<file path="config.mk">
export PLATFORM = sky130hd
export DESIGN_NAME = pwm_peripheral
export DESIGN_NICKNAME = d
export VERILOG_FILES = /design/src/rtl/pwm_pkg.sv /design/src/rtl/pwm_timebase.sv /design/src/rtl/pwm_peripheral.sv
export SDC_FILE = /design/constraint.sdc
export NUM_CORES = 1
export LEC_CHECK = 0
export CAP_MARGIN = 20
export CORE_MARGIN = 5
export CORE_UTILIZATION = 45
export CTS_CLUSTER_SIZE = 16
export DETAILED_ROUTE_END_ITERATION = 8
export DONT_BUFFER_PORTS = 1
export PLACE_DENSITY = 0.57
export SETUP_SLACK_MARGIN = 0.3
export SLEW_MARGIN = 0
export SYNTH_ARGS = -nofsm -noshare
export SYNTH_HDL_FRONTEND = slang
export SYNTH_SLANG_ARGS = --single-unit
export TNS_END_PERCENT = 10
</file>
<file path="constraint.sdc">
create_clock -name clk -period 2.2 [get_ports clk]
set_input_delay 0.22 -clock clk [delete_from_list [all_inputs] [get_ports clk]]
set_output_delay 0.22 -clock clk [all_outputs]
set_load 0.005 [all_outputs]
</file>
<file path="src/rtl/pwm_pkg.sv">
// Shared constants for the PWM output block and the SPI register file that feeds it.
package pwm_pkg;

  localparam int DUTY_W = 8;
  localparam logic [DUTY_W-1:0] CNT_MAX   = 8'hFF;
  localparam logic [DUTY_W-1:0] DUTY_FULL = 8'hFF;
  localparam int NUM_OUT_DEFAULT = 16;

  // SPI register map, shared with the register file
  localparam logic [7:0] ADDR_EN_OUT_7_0  = 8'h00;
  localparam logic [7:0] ADDR_EN_OUT_15_8 = 8'h01;
  localparam logic [7:0] ADDR_EN_PWM_7_0  = 8'h02;
  localparam logic [7:0] ADDR_EN_PWM_15_8 = 8'h03;
  localparam logic [7:0] ADDR_PWM_DUTY    = 8'h04;

  // Full-scale duty is forced high so 0xFF really means 100 % with no low slot.
  function automatic logic pwm_level(input logic [DUTY_W-1:0] cnt,
                                     input logic [DUTY_W-1:0] duty);
    return (duty == DUTY_FULL) || (cnt < duty);
  endfunction

endpackage

</file>
<file path="src/rtl/pwm_timebase.sv">
// Prescaler plus 8-bit PWM counter; flags the clock edge where the period wraps.
module pwm_timebase
  import pwm_pkg::*;
#(
  parameter int PRESCALE = 13
) (
  input  logic              clk,
  input  logic              rst,
  output logic [DUTY_W-1:0] pwm_cnt,
  output logic              wrap
);

  localparam logic [15:0] PRE_LAST = 16'(PRESCALE - 1);

  logic [15:0] prescale_cnt;
  logic        tick;

  assign tick = (prescale_cnt == PRE_LAST);
  assign wrap = tick && (pwm_cnt == CNT_MAX);

  always_ff @(posedge clk) begin
    if (rst) begin
      prescale_cnt <= '0;
      pwm_cnt      <= '0;
    end else if (tick) begin
      prescale_cnt <= '0;
      pwm_cnt      <= pwm_cnt + 8'd1;
    end else begin
      prescale_cnt <= prescale_cnt + 16'd1;
    end
  end

endmodule

</file>
<file path="src/rtl/pwm_peripheral.sv">
// Drives the output pins low, static high or from the shared PWM waveform,
// with the duty cycle only re-sampled at period boundaries.
module pwm_peripheral
  import pwm_pkg::*;
#(
  parameter int PRESCALE = 13,
  parameter int NUM_OUT  = NUM_OUT_DEFAULT
) (
  input  logic               clk,
  input  logic               rst,
  input  logic [7:0]         en_reg_out_7_0,
  input  logic [7:0]         en_reg_out_15_8,
  input  logic [7:0]         en_reg_pwm_7_0,
  input  logic [7:0]         en_reg_pwm_15_8,
  input  logic [7:0]         pwm_duty_cycle,
  output logic [NUM_OUT-1:0] out,
  output logic               period_start
);

  logic [DUTY_W-1:0] pwm_cnt;
  logic [DUTY_W-1:0] duty_shadow;
  logic              wrap;
  logic              pwm_sig;
  logic [15:0]       en_out;
  logic [15:0]       en_pwm;

  assign en_out  = {en_reg_out_15_8, en_reg_out_7_0};
  assign en_pwm  = {en_reg_pwm_15_8, en_reg_pwm_7_0};
  assign pwm_sig = pwm_level(pwm_cnt, duty_shadow);

  pwm_timebase #(
    .PRESCALE(PRESCALE)
  ) u_timebase (
    .clk     (clk),
    .rst     (rst),
    .pwm_cnt (pwm_cnt),
    .wrap    (wrap)
  );

  // The register maps only cover 16 pins, so NUM_OUT must not exceed 16.
  always_ff @(posedge clk) begin
    if (rst) begin
      duty_shadow  <= '0;
      period_start <= 1'b0;
      out          <= '0;
    end else begin
      period_start <= wrap;
      if (wrap) duty_shadow <= pwm_duty_cycle;
      out <= en_out[NUM_OUT-1:0] & (~en_pwm[NUM_OUT-1:0] | {NUM_OUT{pwm_sig}});
    end
  end

endmodule

</file>
==> implementation parameters <==
Parameter                              Value

Outcome
  Status    complete, no violations

Setup path
  CP Launch Point    u_timebase.prescale_cnt[0]$_SDFF_PP0_
  Element type at the critical path start    flop
  Type of the worst setup path    flop to flop
  Data arrival at the endpoint of the critical path    2.06 ns
  Cell at the slowest stage of the critical path    sky130_fd_sc_hd__or4_1
  Series of cell instances along the critical path    inv_1 -> ha_1 -> nor4b_4 -> nand4_4 -> or4_1 -> a21oi_1
  R2R cell count    6
  Max stage delay on crit path    0.56 ns
  Critical path fanouts, max    14
  Critical Path RT    2.44 ns
  Source of the worst register-to-register timing path    u_timebase.prescale_cnt[0]$_SDFF_PP0_
  Endpoint of the worst register-to-register path    u_timebase.pwm_cnt[5]$_SDFFE_PP0P_
  Reg2Reg Setup Slack    0.38 ns
  Crit end category    flop

CTS
  Clock root buffer    sky130_fd_sc_hd__clkbuf_8
  Number of buffers created by CTS    5
  CTS tree    done
  Clock slew seen by the registers of the worst setup and hold paths    0.10 ns
  Largest buffer count on any clock path    2
  Clk Latency, worst-skew pair    0.31 ns
  CTS H-tree depth    2
  Clock sink count    49

GRT
  Remaining global-route overflow    0
  Antenna violations before repair    0
  Pin count of the biggest net entering global routing    35
  First-pass GRT wire length    8245 um
  GRT Resource Usage Total    16.30%
  Vias in the first global route    1761

Synthesis
  Leading register cell type out of synthesis    sky130_fd_sc_hd__dfxtp_1
  Number of flops mapped to enable cells by yosys    0
  Total number of yosys warnings    0
  Part of the Yosys area used for sequential elements    43.51%
  Post-synth ARST share    0%
  Number of library cell types mapped by synthesis    35
  Cells after Synth    239
  Syn avg cell area    9.434 um^2
  Synth Cell Area    0.002255 mm^2
  #FFs+latches synth    49
  Number of nets produced by synthesis    291

Detailed routing
  Detail-routed via count per cell    5.329
  Violation count after the first detailed-routing iteration    91
  Remaining antenna violation count    0
  Routed vias    1748
  Total Wirelength    4835 um
  Number of detailed-route iterations in the first pass    4
  Detail-routed net length per standard cell    14.74 um
  Count of unresolved DRC violations after routing    0

Min path
  Hold WC Path Type    input pin to flop
  WHS Path Cells    2
  Hold Crit Endpoint    out[6]$_SDFF_PP0_
  Hold path start    en_reg_out_7_0[6]

Placed design
  Final weighted congestion in routability-driven placement    0.7518
  Hpwl dp    3306 um
  Placed Area    0.002317 mm^2
  Count of buffers inserted at the top-level ports    0

Pwr
  Clock Power Share    36.7%
  Switching Share    23.93%
  Peak supply drop    0.3905 mV
  Internal power    0.001193 W
  Sequential cell fraction of total power    58.3%
  Psw    0.0003753 W
  Total power density per cell area    591.6 mW/mm^2
  Proportion of power drawn by combinational gates    5.0%
  Leakage    0.9522 nW

Timing
  Highest clock rate    0.5493 GHz
  Max Slew Vio Count    0
  Setup skew after layout    0.007121 ns
  Post-route clock period utilization    82.76%
  Final-report hold violation count    0
  Smallest hold slack    0.02316 ns
  Time the worst path needs with I/O delays and setup    1.821 ns
  Worst slew slack as a fraction of its limit    70.12%
  Worst Tran Pin Value    0.4473 ns
  Final setup fails    0
  Setup_tns    0 ns
  Setup repair after global routing missed its margin    yes

Final layout
  Most frequent standard cell in the layout excluding fill and tap cells    sky130_fd_sc_hd__dfxtp_1
  Most frequent cells in the layout    sky130_fd_sc_hd__dfxtp_1, sky130_fd_sc_hd__nand2b_1, sky130_fd_sc_hd__a21oi_1
  Total number of nets in the final design    312
  Final instance area    0.002651 mm^2
  Layout cell share with drive strength beyond 1    8.429%
  Antenna cells    0
  Area growth from synthesis to final layout    17.59%
  Utilization after layout    55.40%

Floorplan
  Site row count    25
  Core region area    0.004786 mm^2
  Die footprint    0.006526 mm^2
  Io pins    59
  Initial cell density of the core    47.11%
  Horizontal die dimension    80.79 um
  Floorplan die height    80.79 um

Flow run
  Max Cap Violations    0
stage by stage:
step                      setup WS [ns]  instances  total power (W)
final                            0.3794        328         0.001568
after global routing             0.2232        328         0.001641
after CTS                        0.3155        324         0.001590
after detailed placement        0.09360        299        0.0009864
after global placement           0.1213        299        0.0009863
after floorplan                  0.5068        239        0.0009810
Yosys cell counts, drive strengths merged (4+ instances only):
| cell type | count | share of area, % |
|---|---|---|
| a21oi | 22 | 4.9 |
| and4 | 4 | 1.6 |
| buf | 5 | 1.1 |
| clkbuf | 5 | 0.83 |
| dfxtp | 49 | 44 |
| ha | 10 | 5.5 |
| inv | 12 | 2.0 |
| mux2i | 9 | 4.0 |
| nand2 | 6 | 1.0 |
| nand2b | 34 | 9.4 |
| nand3 | 7 | 1.6 |
| nand4 | 9 | 3.2 |
| nor2 | 21 | 3.5 |
| nor3 | 4 | 1.4 |
| nor4 | 4 | 1.8 |
| o31ai | 5 | 1.7 |
| or4 | 5 | 1.7 |
| xnor2 | 7 | 2.7 |
| xor2 | 8 | 3.1 |
cell type report:
| class | count | area, um^2 |
|---|---|---|
| clock buffer | 5 | 68.82 |
| clock inverter | 3 | 28.78 |
| fill | 436 | 2135 |
| inverter | 12 | 45.04 |
| multi-input combinational | 168 | 1209 |
| sequential | 49 | 980.9 |
| tap | 67 | 83.83 |
| timing repair buffer | 24 | 235.2 |
layer usage:
layer	global-route usage [%]	share of wire, %	vias up
li1	-	-	875
met1	20.77	46	809
met2	25.00	44	59
met3	6.984	8.8	5
met4	5.068	1.3	0
met5	0	0	-
sequential cells by signal, indices dropped and copies added, names as in the netlist:
signal,cells
out,16
u_timebase.prescale_cnt,16
duty_shadow,8
u_timebase.pwm_cnt,8
period_start,1
critical path, delay by kind of cell (launching register included):
kind                       cells  cell delay (ns)
adders and majority gates      1             0.15
buffers and inverters          1             0.07
AOI/OAI and AO/OA              1             0.14
and+or+nand+nor                3             1.05
DFF                            1             0.36
kinds of logic (layout without fill, tap and decap cells):
family	after synthesis	after routing	synth area share (%)
AO/OA/AOI/OAI	34	34	9.268
XOR/XNOR	15	15	5.827
adder cells (fa/ha/maj)	10	10	5.549
buffers and inverters	22	44	3.940
flip-flops	49	49	43.51
multiplexers	9	9	3.996
AND/OR/NAND/NOR	100	100	27.91
how the worst max path moves through the flow:
stage / end / slack [ns] / cells after the start
2_1_floorplan: out[10]$_SDFF_PP0_ / 0.51 / 7
3_3_place_gp: out[15]$_SDFF_PP0_ / 0.12 / 6
3_5_place_dp: out[12]$_SDFF_PP0_ / 0.09 / 6
4_1_cts: u_timebase.pwm_cnt[7]$_SDFFE_PP0P_ / 0.32 / 6
5_1_grt: u_timebase.pwm_cnt[5]$_SDFFE_PP0P_ / 0.22 / 6
6_report: u_timebase.pwm_cnt[5]$_SDFFE_PP0P_ / 0.38 / 6
what timing repair did:
| action | CTS | global route |
|---|---|---|
| buffers inserted | 0 | 4 |
| hold buffers | 17 | 0 |
| hold endpoints to repair | 25 | 0 |
| gates cloned | 0 | 0 |
| resized for setup | 2 | 2 |
| pin swaps | 0 | 2 |
| endpoints found under the setup margin | 16 | 29 |
power groups by stage:
stage	Combinational [W]	Clock [W]	Sequential (W)
floorplan	0.0000484	0	0.000933
global placement	0.0000507	0	0.000936
detailed placement	0.0000518	0	0.000935
CTS	0.0000779	0.000598	0.000915
global route	0.0000876	0.000636	0.000917
finish	0.0000787	0.000576	0.000914
(Power assumes the default switching activity.)
